[src/rtl/adder_pkg.sv]
// -----------------------------------------------------------------------------
// adder_pkg
// Shared definitions for the sequential carry-lookahead adder:
//   state_t   - FSM state encoding (IDLE / RUN / DONE)
//   SLICE_MAX - widest lookahead slice the slice logic is sized for
//   idx_w()   - width of an index counting 0..n-1 (at least 1 bit)
// No ports.
// -----------------------------------------------------------------------------
package adder_pkg;

    localparam int SLICE_MAX = 8;

    typedef enum logic [1:0] {
        IDLE = 2'd0,
        RUN  = 2'd1,
        DONE = 2'd2
    } state_t;

    function automatic int idx_w(input int n);
        return (n > 1) ? $clog2(n) : 1;
    endfunction

endpackage

[src/rtl/cla_seq_adder_slice.sv]
// -----------------------------------------------------------------------------
// cla_slice
// Purely combinational SLICE-bit carry-lookahead adder slice.
//   i_a, i_b : slice operand bits
//   i_cin    : carry into the slice
//   o_sum    : slice sum bits
//   o_cout   : carry out of the slice
// Every internal carry is formed directly from generate/propagate terms and
// i_cin (no ripple through earlier carries).
// -----------------------------------------------------------------------------
module cla_slice #(
    parameter int SLICE = 4
) (
    input  logic [SLICE-1:0] i_a,
    input  logic [SLICE-1:0] i_b,
    input  logic             i_cin,
    output logic [SLICE-1:0] o_sum,
    output logic             o_cout
);

    logic [SLICE-1:0] w_g;
    logic [SLICE-1:0] w_p;
    logic [SLICE:0]   w_c;

    assign w_g = i_a & i_b;
    assign w_p = i_a ^ i_b;

    // c[i+1] = OR_j ( g[j] & p[j+1..i] )  |  ( cin & p[0..i] )
    always_comb begin : p_lookahead
        logic w_acc;
        logic w_term;
        w_acc  = 1'b0;
        w_term = 1'b0;
        w_c    = '0;
        w_c[0] = i_cin;
        for (int i = 0; i < SLICE; i++) begin
            w_acc = 1'b0;
            for (int j = 0; j <= i; j++) begin
                w_term = w_g[j];
                for (int k = j + 1; k <= i; k++) begin
                    w_term = w_term & w_p[k];
                end
                w_acc = w_acc | w_term;
            end
            w_term = i_cin;
            for (int k = 0; k <= i; k++) begin
                w_term = w_term & w_p[k];
            end
            w_c[i+1] = w_acc | w_term;
        end
    end

    assign o_sum  = w_p ^ w_c[SLICE-1:0];
    assign o_cout = w_c[SLICE];

endmodule

[src/rtl/cla_seq_adder.sv]
// -----------------------------------------------------------------------------
// cla_seq_adder
// Sequential adder: one SLICE-bit carry-lookahead slice per clock, reusing a
// single cla_slice instance; WIDTH/SLICE RUN cycles per operation.
//   clk, rst_n   : clock (rising edge) and asynchronous active-low reset
//   start        : begin an operation (accepted in IDLE or DONE)
//   a, b         : operands, latched on acceptance
//   carry_in     : initial carry (borrow-in when subtracting)
//   sub          : present only with ADDER_SUB_EN; 1 = a - b - carry_in
//   busy         : high while in RUN
//   done         : one-cycle pulse in DONE
//   sum          : registered result, updated on entry to DONE
//   carry_out    : registered final carry (1 = no borrow when subtracting)
// Compile-time option: define ADDER_SUB_EN to add the sub port.
// -----------------------------------------------------------------------------
module cla_seq_adder
    import adder_pkg::*;
#(
    parameter int WIDTH = 32,
    parameter int SLICE = 4
) (
    input  logic             clk,
    input  logic             rst_n,
    input  logic             start,
    input  logic [WIDTH-1:0] a,
    input  logic [WIDTH-1:0] b,
    input  logic             carry_in,
`ifdef ADDER_SUB_EN
    input  logic             sub,
`endif
    output logic             busy,
    output logic             done,
    output logic [WIDTH-1:0] sum,
    output logic             carry_out
);

    localparam int NSLICE = WIDTH / SLICE;
    localparam int IW     = idx_w(NSLICE);
    localparam logic [IW-1:0] LAST = IW'(NSLICE - 1);

    if ((SLICE < 1) || (SLICE > SLICE_MAX) || ((WIDTH % SLICE) != 0)) begin : g_bad_cfg
        $error("cla_seq_adder: WIDTH must be a multiple of SLICE, 1 <= SLICE <= SLICE_MAX");
    end

    state_t           r_state;
    state_t           w_next;
    logic             w_accept;

    logic [WIDTH-1:0] r_a;
    logic [WIDTH-1:0] r_b;
    logic             r_carry;      // running carry between slices
    logic [IW-1:0]    r_idx;
    logic [WIDTH-1:0] r_acc;        // partial result being assembled
    logic [WIDTH-1:0] r_sum;
    logic             r_cout;

    logic [WIDTH-1:0] w_b_eff;
    logic             w_cin_eff;
    logic [SLICE-1:0] w_slice_sum;
    logic             w_slice_cout;
    logic [WIDTH-1:0] w_acc_nxt;

    // Subtraction is a + ~b + ~borrow_in; invert on the way into the latch so
    // the datapath itself only ever adds.
`ifdef ADDER_SUB_EN
    assign w_b_eff   = sub ? ~b : b;
    assign w_cin_eff = sub ? ~carry_in : carry_in;
`else
    assign w_b_eff   = b;
    assign w_cin_eff = carry_in;
`endif

    assign w_accept = start && ((r_state == IDLE) || (r_state == DONE));

    // ---------------- FSM ----------------
    always_ff @(posedge clk or negedge rst_n) begin
        if (!rst_n) begin
            r_state <= IDLE;
        end else begin
            r_state <= w_next;
        end
    end

    always_comb begin
        w_next = r_state;
        busy   = 1'b0;
        done   = 1'b0;
        case (r_state)
            IDLE: begin
                if (start) w_next = RUN;
            end
            RUN: begin
                busy = 1'b1;
                if (r_idx == LAST) w_next = DONE;
            end
            DONE: begin
                done   = 1'b1;
                w_next = start ? RUN : IDLE;
            end
            default: w_next = IDLE;
        endcase
    end

    // ---------------- slice datapath ----------------
    cla_slice #(
        .SLICE (SLICE)
    ) u_slice (
        .i_a    (r_a[r_idx*SLICE +: SLICE]),
        .i_b    (r_b[r_idx*SLICE +: SLICE]),
        .i_cin  (r_carry),
        .o_sum  (w_slice_sum),
        .o_cout (w_slice_cout)
    );

    // Full result including the slice being computed this cycle, so the last
    // slice can go straight into the output register on entry to DONE.
    always_comb begin
        w_acc_nxt = r_acc;
        w_acc_nxt[r_idx*SLICE +: SLICE] = w_slice_sum;
    end

    always_ff @(posedge clk or negedge rst_n) begin
        if (!rst_n) begin
            r_a     <= '0;
            r_b     <= '0;
            r_carry <= 1'b0;
            r_idx   <= '0;
            r_acc   <= '0;
            r_sum   <= '0;
            r_cout  <= 1'b0;
        end else if (w_accept) begin
            r_a     <= a;
            r_b     <= w_b_eff;
            r_carry <= w_cin_eff;
            r_idx   <= '0;
            r_acc   <= '0;
        end else if (r_state == RUN) begin
            r_acc   <= w_acc_nxt;
            r_carry <= w_slice_cout;
            if (r_idx == LAST) begin
                r_sum  <= w_acc_nxt;
                r_cout <= w_slice_cout;
            end else begin
                r_idx  <= r_idx + IW'(1);
            end
        end
    end

    assign sum       = r_sum;
    assign carry_out = r_cout;

endmodule
[config.mk]
export PLATFORM = sky130hd
export DESIGN_NAME = cla_seq_adder
export DESIGN_NICKNAME = d
export VERILOG_FILES = /design/src/rtl/adder_pkg.sv /design/src/rtl/cla_seq_adder_slice.sv /design/src/rtl/cla_seq_adder.sv
export SDC_FILE = /design/constraint.sdc
export NUM_CORES = 1
export LEC_CHECK = 0
export BUFFER_PORTS_ARGS = -buffer_cell sky130_fd_sc_hd__buf_2
export CORE_MARGIN = 5
export CORE_UTILIZATION = 50
export CTS_CLUSTER_SIZE = 14
export DETAILED_ROUTE_END_ITERATION = 12
export PLACE_DENSITY = 0.72
export SLEW_MARGIN = 5
export SYNTH_ARGS = -nofsm -noshare
export SYNTH_HDL_FRONTEND = slang
export SYNTH_SLANG_ARGS = --single-unit
[constraint.sdc]
create_clock -name clk -period 3.88 [get_ports clk]
set_input_delay 0.776 -clock clk [delete_from_list [all_inputs] [get_ports clk]]
set_output_delay 0.776 -clock clk [all_outputs]
set_load 0.005 [all_outputs]
; ---- Word level (Yosys, flattened, before mapping)
; Cells that the tools add are included.
[word_totals]
ff_bits = 135
in_bits = 68
out_inout_bits = 35
wordCells = 65
[op_classes]
addsub = 2
eq_ne = 6
n_shift = 4
n_mux = 14
n_bitwise = 24
n_reduce_logical = 7
[op_table]
columns = cell, n
row1 = $mux W32, 2
row2 = $shiftx A32 B6 Y4, 2
row3 = $neg A5 Y34, 1
row4 = $shift A4 B34 Y32 const A, 1
row5 = $shiftx A4 B34 Y32, 1
row6 = $bwmux W32, 1
row7 = $and A1 B1 Y1, 10
row8 = $or A1 B1 Y1, 10
row9 = $mux W3, 3
row10 = $xor A4 B4 Y4, 2
row11 = $pmux W2 S3, 1
row12 = $mux W1, 5
row13 = $and A4 B4 Y4, 1
row14 = $mux W2, 2
row15 = $ne A2 B2 Y1 const B, 2
row16 = $reduce_and A2 Y1, 2
row17 = $add A3 B1 Y3 const B, 1
row18 = $eq A3 B3 Y1 const B, 1
row19 = $reduce_and A3 Y1, 1
row20 = $eq A2 B1 Y1 const B, 1
row21 = $eq A2 B2 Y1 const B, 1
row22 = $logic_not A2 Y1, 1
row23 = $ne A2 B1 Y1 const B, 1
row24 = $reduce_bool A2 Y1, 1
row25 = other kinds (3), 3

; ---- Longest topological paths before layout
; Gate-level depths: netlist of run 1.
[depth]
word_depth = 12
ltp_mapped = 12
depth_no_buf = 9

; ---- Modules after synthesis
; From an unflattened synthesis of run 1, not the netlist that was laid out.
[unflattened]
cells_unflattened = 642
area_unflattened_um2 = 6284.8
[by_module_without_submodules]
columns = module, n_inst, cells_each, area_each_um2, seq_area_each_um2
row1 = cla_seq_adder, 1, 627, 6140.9, 3378.2
row2 = cla_slice, 1, 15, 143.9, 0.0

; ---- Least setup slack after synthesis of run 1
; Ideal clock, no wire load.
[synth_path]
kind = register to register
from = reg r_idx[0]
to = reg r_acc[18]
setup_ns = 0.122
arrival_ns = 3.021
t_required_ns = 3.758
setup_slack_ns = 0.738
stages_incl_launch_ff = 13
path_buffers = 3
period_less_slack_ns = 3.142
cell_sequence = dfrtp_1 -> buf_2 -> buf_4 -> mux4_2 -> nand2_1 -> nand2_1 -> ha_1 -> ha_1 -> o21a_1 -> or3_4 -> and2_1 -> buf_6 -> a32o_1
[synth_between]
elab_chain_cells = 12
word_cells_on_any_way = 23
classes_between = 1 x add/sub / 4 x shift / 3 x mux / 15 x bitwise
[synth_rtl]
columns = item, line_no
row1 = start: declaration, cla_seq_adder.sv:52  ; logic [IW-1:0] r_idx;
row2 = start signal: assignment, cla_seq_adder.sv:144  ; r_idx <= r_idx + IW'(1);
row3 = $shiftx A32 B6 Y4 (on tied branches), "cla_seq_adder.sv:108, cla_seq_adder.sv:109"
row4 = $and A4 B4 Y4 or $xor A4 B4 Y4 (tied branches), "cla_seq_adder_slice.sv:25, cla_seq_adder_slice.sv:26"
row5 = $and A1 B1 Y1 (2 in series), cla_seq_adder_slice.sv:41  ; w_term = w_term & w_p[k];
row6 = $or A1 B1 Y1 (2 in series), cla_seq_adder_slice.sv:43  ; w_acc = w_acc | w_term;
row7 = $or A1 B1 Y1, cla_seq_adder_slice.sv:49  ; w_c[i+1] = w_acc | w_term;
row8 = $xor A4 B4 Y4, cla_seq_adder_slice.sv:53  ; assign o_sum = w_p ^ w_c[SLICE-1:0];
row9 = $shiftx A4 B34 Y32, cla_seq_adder.sv:119  ; w_acc_nxt[r_idx*SLICE +: SLICE] = w_slice_sum;
row10 = $bwmux W32 (*), cla_seq_adder.sv:119
row11 = $mux W32 (*), cla_seq_adder.sv:137  ; end else if (r_state == RUN) begin
row12 = $mux W32 (*), cla_seq_adder.sv:131  ; end else if (w_accept) begin
row13 = end signal: assignment, cla_seq_adder.sv:138  ; r_acc <= w_acc_nxt;
row14 = end: declaration, cla_seq_adder.sv:53  ; logic [WIDTH-1:0] r_acc;
; Mark *: on every way between the ends. The rest lies on a longest branch, timed or not. The select of a mux whose other input is x is not followed.
; A chain may end at the register's enable or synchronous reset.

; ---- Final worst setup path of run 1
[layout_path]
from = reg r_idx[0]
to = reg r_sum[30] (netlist: sum[30])
[layout_between]
elab_chain_cells = 10
word_cells_on_any_way = 23
classes_between = 1 x add/sub / 1 x eq/ne / 4 x shift / 1 x mux / 15 x bitwise / 1 x reduce/logical
[layout_rtl]
columns = item, line_no
row1 = $shiftx A32 B6 Y4 (on tied branches), "cla_seq_adder.sv:108, cla_seq_adder.sv:109"
row2 = $and A4 B4 Y4 or $xor A4 B4 Y4 (tied branches), "cla_seq_adder_slice.sv:25, cla_seq_adder_slice.sv:26"
row3 = $and A1 B1 Y1 (2 in series), cla_seq_adder_slice.sv:41
row4 = $or A1 B1 Y1 (2 in series), cla_seq_adder_slice.sv:43
row5 = $or A1 B1 Y1, cla_seq_adder_slice.sv:49
row6 = $xor A4 B4 Y4, cla_seq_adder_slice.sv:53
row7 = $shiftx A4 B34 Y32, cla_seq_adder.sv:119
row8 = $bwmux W32, cla_seq_adder.sv:119
row9 = end signal: assignment, cla_seq_adder.sv:141  ; r_sum <= w_acc_nxt;
row10 = end: declaration, cla_seq_adder.sv:54  ; logic [WIDTH-1:0] r_sum;
; Several ways; a longest one is shown, not always the timed one.

==> qor.csv, run 1 <==
stage,metric,value,unit
yosys,seq_area_frac_synth,54.6,%
floorplan,ios,103,
sta,drv_slew,0,
global_routing,antenna_found_initial,0,
yosys,synth_seq_cells,135,
yosys,muxShareOfSynthArea,6.31,%
floorplan,core_area,0.0121,sq mm
hold_path,holdCritPathClass,in -> async,
sta,hold_viol,0,
status,outcome,finished clean,
setup_path,rr_worst_depth,9,
placed_design,dp_hpwl,10900,microns
yosys,synth_cell_type_count,46,
setup_path,cp_cell_sequence,"buf_4, mux4_2, nand2_1, nand2_1, ha_1, o21a_1, o21ai_0, nand3_1, o21ai_1",
yosys,synth_top_area_share,54.6,%
yosys,synth_most_common_cell,nand2_1,
sta,period_minus_slack,3.41,ns
setup_path,worstSetupEndpointType,flop,
clock_network,cts_tree,done,
floorplan,fp.dieW,121,microns
global_routing,grt_overflow_total,0,
setup_path,path_delay_family,compound AO/OA/AOI/OAI gates,
yosys,yosys.area.top_type,dfrtp_1,
yosys,async_flop_share,100,%
sta,setup_viol,0,
setup_path,critical_path.max_stage_delay,0.73,ns
final_layout,final_core_util,61.9,%
global_routing,grt_pass1_wl,25500,microns
yosys,synth_nets,688,
global_routing,grt_usage,22.5,%
detailed_routing,drc_errors,0,
final_layout,drive_gt1_share,23.9,%
global_routing,grt_pass1_vias,5171,
setup_path,critPathLaunch,r_idx[0],
global_routing,grt_max_degree,71,
clock_network,cts_buffer_depth,2,
placed_design,gp_congestion,0.849,
final_layout,diodes,0,
detailed_routing,antenna_left,0,
yosys,syn_avg_cell_area,10.2,sq um
floorplan,die-area,0.0147,sq mm
floorplan,start_util,51.3,%
clock_network,numCtsBuffers,17,
setup_path,worstPathArrival,3.75,ns
sta,fmax,293,MHz
yosys,synth_top_family_by_area,simple AND/OR/NAND/NOR gates,
clock_network,cts_resized,0,
floorplan,core.rowCount,40,
yosys,yosysWarnings,0,
setup_path,crit_type,reg -> reg,
sta,slew-limit-headroom,32.2,%
detailed_routing,wire_per_inst,17.5,microns
detailed_routing,first_pass_iters,5,
yosys,synth_xor_area_share,0.142,%
clock_network,clkLatencyLatePin,0.43,ns
placed_design,port_buffers,102,
clock_network,hold_buffers,0,
setup_path,r2r-start,r_idx[0],
setup_path,path_buf_inv,1,
run,drv_cap,0,
power,leakage,3.79,nW
clock_network,clk_pin_slew,0.06,ns
setup_path,cp_common_cell,nand2_1,
setup_path,critPathRequiredTime,4.22,ns
sta,tns,0,ns
final_layout,syn2layout_area_growth,20.7,%
power,peakVddDrop,0.609,mV
yosys,dominantRegCellSynth,dfrtp_1,
sta,tightestPinTransition,1.01,ns
final_layout,multi_input_area,0.00261,sq mm
clock_network,cts_sinks,135,
yosys,yosys.area_share.simple,20.2,%
detailed_routing,vias,4925,
yosys,syn_inst,607,
yosys,yosys.area_share.adder,2.75,%
final_layout,fin_nets,787,
floorplan,die_h,121,microns
setup_path,r2r_slack,0.47,ns
final_layout,fillers,999,
final_layout,ff_latch_area,0.00338,sq mm
clock_network,root_buffer,clkbuf_16,
yosys,syn-cell-area,0.00618,sq mm
yosys,synthTopCellsByArea,"dfrtp_1 (55%), nand2_1 (14%), mux4_2 (5.8%), a32o_1 (2.6%), ha_1 (2.4%)",
clock_network,h-tree-depth,4,
yosys,synthTopCellsByCount,"nand2_1 (229), dfrtp_1 (135), nor2_1 (20)",
detailed_routing,initialDrtViolationCount,371,
setup_path,crit_path_max_fanout,12,
detailed_routing,avgViaCountPerCell,5.55,
setup_path,cpMaxStageDelayCell,dfrtp_1,
setup_path,startpoint_type,flop,
clock_network,postCtsSetupRepairBufs,0,
setup_path,cp.depth,9,
sta,rsz0062_at_grt,no,
yosys,synth_edf_count,0,
sta,clock_skew,0.00778,ns
detailed_routing,routed_wirelength,15500,microns
yosys,synth_compound_area_share,12.7,%
sta,period_share,88.0,%
power,powerDensity,945,mW/mm^2
setup_path,r2r-end,sum[30],
setup_path,crit_path_end,sum[30],
placed cells by master (no fill, tap or decap), drive strengths merged, types with 8 or more instances in the layout:
cell and instances:
nand3 11, nor2 20, dfrtp 135, buf 114, inv 8, a32o 16
a22oi 13, a221o 12, a22o 16, mux4 16, o21ai 23, clkbuf 25
nand2 229, a21oi 9, ha 12
power breakdown:
part / switching (W) / internal, W / leakage [nW]
sequential: 0.000448 / 0.00200 / 1.76
combinational: 0.00175 / 0.00118 / 1.72
clock: 0.000581 / 0.00109 / 0.299
total: 0.00278 / 0.00427 / 3.79
per-layer routing:
layer  up-vias  global-route usage (%)  routed length [microns]
met2       183                    36.6                     7640
met4         0                    11.2                      507
met1      2396                    28.3                     6540
li1       2303                       -                        -
met3        43                    5.36                      851
met5         -                       0                        0
state kept, by name, summed over array words and instances, names as in the netlist:
register   count
carry_out      1
sum           32
r_b           32
r_state        2
r_carry        1
r_idx          3
r_a           32
r_acc         32
area by class of cell:
class / instances / area share, %
Sequential cell: 135 / 45.3
Multi-Input combinational cell: 428 / 35.0
Timing Repair Buffer: 114 / 8.08
Clock buffer: 25 / 6.77
Tap cell: 168 / 2.82
Clock inverter: 7 / 1.54
Inverter: 10 / 0.503
per-stage QoR:
step                total power (W)  area [sq um]  instances  setup slack [ns]  hold WS, ns
CTS                         0.00704          7460        887             0.442        0.475
global placement            0.00521          6840        855             0.552        0.455
detailed placement          0.00533          6840        855             0.466        0.461
floorplan                   0.00449          6180        607             0.738        0.440
global route                0.00751          7460        887             0.182        0.487
finish                      0.00705          7460        887             0.465        0.454
cell families after synthesis:
| logic type | Yosys count |
|---|---|
| AND/OR/NAND/NOR | 293 |
| flip-flops | 135 |
| AO/OA/AOI/OAI | 102 |
| buffers and inverters | 44 |
| multiplexers | 19 |
| adder cells (fa/ha/maj) | 13 |
| XOR/XNOR | 1 |
how the worst min path moves through the flow:
stage / end / cells past startpoint / startpoint
global route: r_b[3] / 2 / r_b[3]
CTS: r_b[24] / 2 / r_b[24]
finish: sum[17] / 1 / rst_n
detailed placement: r_b[24] / 2 / r_b[24]
floorplan: r_a[10] / 2 / r_a[10]
global placement: r_a[2] / 2 / r_a[2]
(Power assumes the default switching activity.)
==> inputs of run 2 (changes only) <==
--- a/config.mk
+++ b/config.mk
@@ -11,6 +11,7 @@
 export CTS_CLUSTER_SIZE = 14
 export DETAILED_ROUTE_END_ITERATION = 12
 export PLACE_DENSITY = 0.72
+export RECOVER_POWER = 50
 export SLEW_MARGIN = 5
 export SYNTH_ARGS = -nofsm -noshare
 export SYNTH_HDL_FRONTEND = slang
==> run 2 against run 1 <==
Against the previous run:
- the run now ends with max-capacitance violations, max-slew violations left
- clock power about the same
- first-iteration DRC count shrank 2.7%
- non-clock buffer count unchanged
- critical endpoint unchanged
==> qor.csv, run 2 (synthesis gave the netlist of run 1 again) <==
stage,metric,value,unit,change
status,outcome,finished with violations,,
status,violations,"max-capacitance violations, max-slew violations",,
detailed_routing,avgViaCountPerCell,5.54,,-0.18%
placed_design,port_buffers,102,,unchanged
setup_path,crit_path_max_fanout,12,,unchanged
setup_path,startpoint_type,flop,,
clock_network,clk_pin_slew,0.06,ns,about the same
final_layout,syn2layout_area_growth,20.3,%,
sta,tns,0,ns,unchanged
global_routing,grt_pass1_vias,5171,,unchanged
global_routing,grt_overflow_total,0,,unchanged
sta,slew-limit-headroom,-20.0,%,-52 points
sta,setup_viol,0,,unchanged
clock_network,root_buffer,clkbuf_16,,
setup_path,critPathRequiredTime,4.22,ns,about the same
floorplan,fp.dieW,121,microns,unchanged
clock_network,hold_buffers,0,,unchanged
floorplan,die_h,121,microns,unchanged
power,peakVddDrop,0.611,mV,+0.31%
detailed_routing,wire_per_inst,17.5,microns,-0.11%
hold_path,holdCritPathClass,reg -> reg,,
global_routing,grt_usage,22.5,%,unchanged
sta,holdWs,0.472,ns,+0.0175 ns
global_routing,grt_max_degree,71,,unchanged
detailed_routing,vias,4916,,-0.18%
final_layout,final_cell_mix,"nand2_1 (229), dfrtp_1 (135), buf_2 (99)",,
sta,period_minus_slack,3.42,ns,+0.00708 ns
final_layout,drive_gt1_share,23.2,%,-0.70 points
sta,clock_skew,0.00814,ns,+0.000354 ns
clock_network,numCtsBuffers,17,,unchanged
sta,fmax,292,MHz,-0.21%
global_routing,antenna_found_initial,0,,unchanged
sta,tightestPinTransition,1.79,ns,+0.778 ns
sta,drv_slew,117,,+117
sta,period_share,88.2,%,+0.18 points
floorplan,ios,103,,unchanged
detailed_routing,initialDrtViolationCount,361,,-2.7%
clock_network,clkLatencyLatePin,0.43,ns,about the same
power,leakage,3.76,nW,-0.63%
setup_path,crit_type,reg -> reg,,
placed_design,dp_hpwl,10900,microns,unchanged
final_layout,fin_nets,787,,unchanged
clock_network,postCtsSetupRepairBufs,0,,unchanged
floorplan,start_util,51.3,%,unchanged
detailed_routing,antenna_left,0,,unchanged
sta,rsz0062_at_grt,no,,
final_layout,diodes,0,,unchanged
final_layout,layout_commonest_cell,nand2_1,,
detailed_routing,first_pass_iters,4,,-1
clock_network,h-tree-depth,4,,unchanged
detailed_routing,drc_errors,0,,unchanged
detailed_routing,routed_wirelength,15500,microns,-0.11%
floorplan,die-area,0.0147,sq mm,unchanged
clock_network,cts_buffer_depth,2,,unchanged
setup_path,worstPathArrival,3.76,ns,about the same
sta,hold_viol,0,,unchanged
floorplan,core_area,0.0121,sq mm,unchanged
run,drv_cap,2,,+2
clock_network,cts_resized,0,,unchanged
placed_design,gp_congestion,0.849,,unchanged
final_layout,final_core_util,61.7,%,-0.18 points
clock_network,cts_sinks,135,,unchanged
floorplan,core.rowCount,40,,unchanged
clock_network,cts_tree,done,,
power,powerDensity,946,mW/mm^2,+0.10%
setup_path,worstSetupEndpointType,flop,,
global_routing,grt_pass1_wl,25500,microns,unchanged
[run 2: cell types whose count changed in the layout (fill, tap and decap cells not counted), sizes merged]
cell / previous run / this run
buf: 114 / 108
clkbuf: 25 / 31
[run 2: power by group]
part	total [W]	switching, W	internal (W)
Clock	0.00167	0.000582	0.00109
Combinational	0.00292	0.00174	0.00118
Sequential	0.00244	0.000446	0.00200
Total	0.00704	0.00277	0.00427
[run 2: worst paths after layout]
path / slack, ns / from / cells past startpoint / endpoint
setup / recovery: 0.46 / r_idx[0] / 9 / sum[30]
hold / removal: 0.47 / r_b[24] / 2 / r_b[24]
setup reg to reg: 0.46 / r_idx[0] / 9 / sum[30]
hold reg to reg: 0.47 / r_b[24] / 2 / r_b[24]
max in group asynchronous: 1.02 / rst_n / 2 / r_b[28]
min in group asynchronous: 0.78 / rst_n / 1 / sum[1]
[run 2: per-layer routing]
metal	track usage [%]	part of all wire [%]	vias up
met5	0	0	-
met4	11.2	3.6	0
met3	5.36	5.3	46
met2	36.6	49	171
met1	28.3	42	2397
li1	-	-	2302
[run 2: through the flow]
stage	cells	total power (W)	setup slack (ns)	area [sq um]
4_1_cts	887	0.00704	0.442	7460
5_1_grt	887	0.00750	0.182	7440
3_5_place_dp	855	0.00533	0.466	6840
2_1_floorplan	607	0.00449	0.738	6180
6_report	887	0.00704	0.458	7440
3_3_place_gp	855	0.00521	0.552	6840
[run 2: critical path, stage by stage, from the launching register on]
cell and delay [ns]:
dfrtp_1 0.73, buf_4 0.31, mux4_2 0.52, nand2_1 0.09, nand2_1 0.07, ha_1 0.35, o21a_1 0.14, o21ai_0 0.40
nand3_1 0.45, o21ai_1 0.28
[run 2: cell type report]
cell class | count | area (sq um)
Clock buffer | 25 | 505
Clock inverter | 7 | 115
Fill cell | 1006 | 4620
Inverter | 10 | 37.5
Multi-Input combinational cell | 428 | 2610
Sequential cell | 135 | 3380
Tap cell | 168 | 210
Timing Repair Buffer | 114 | 587
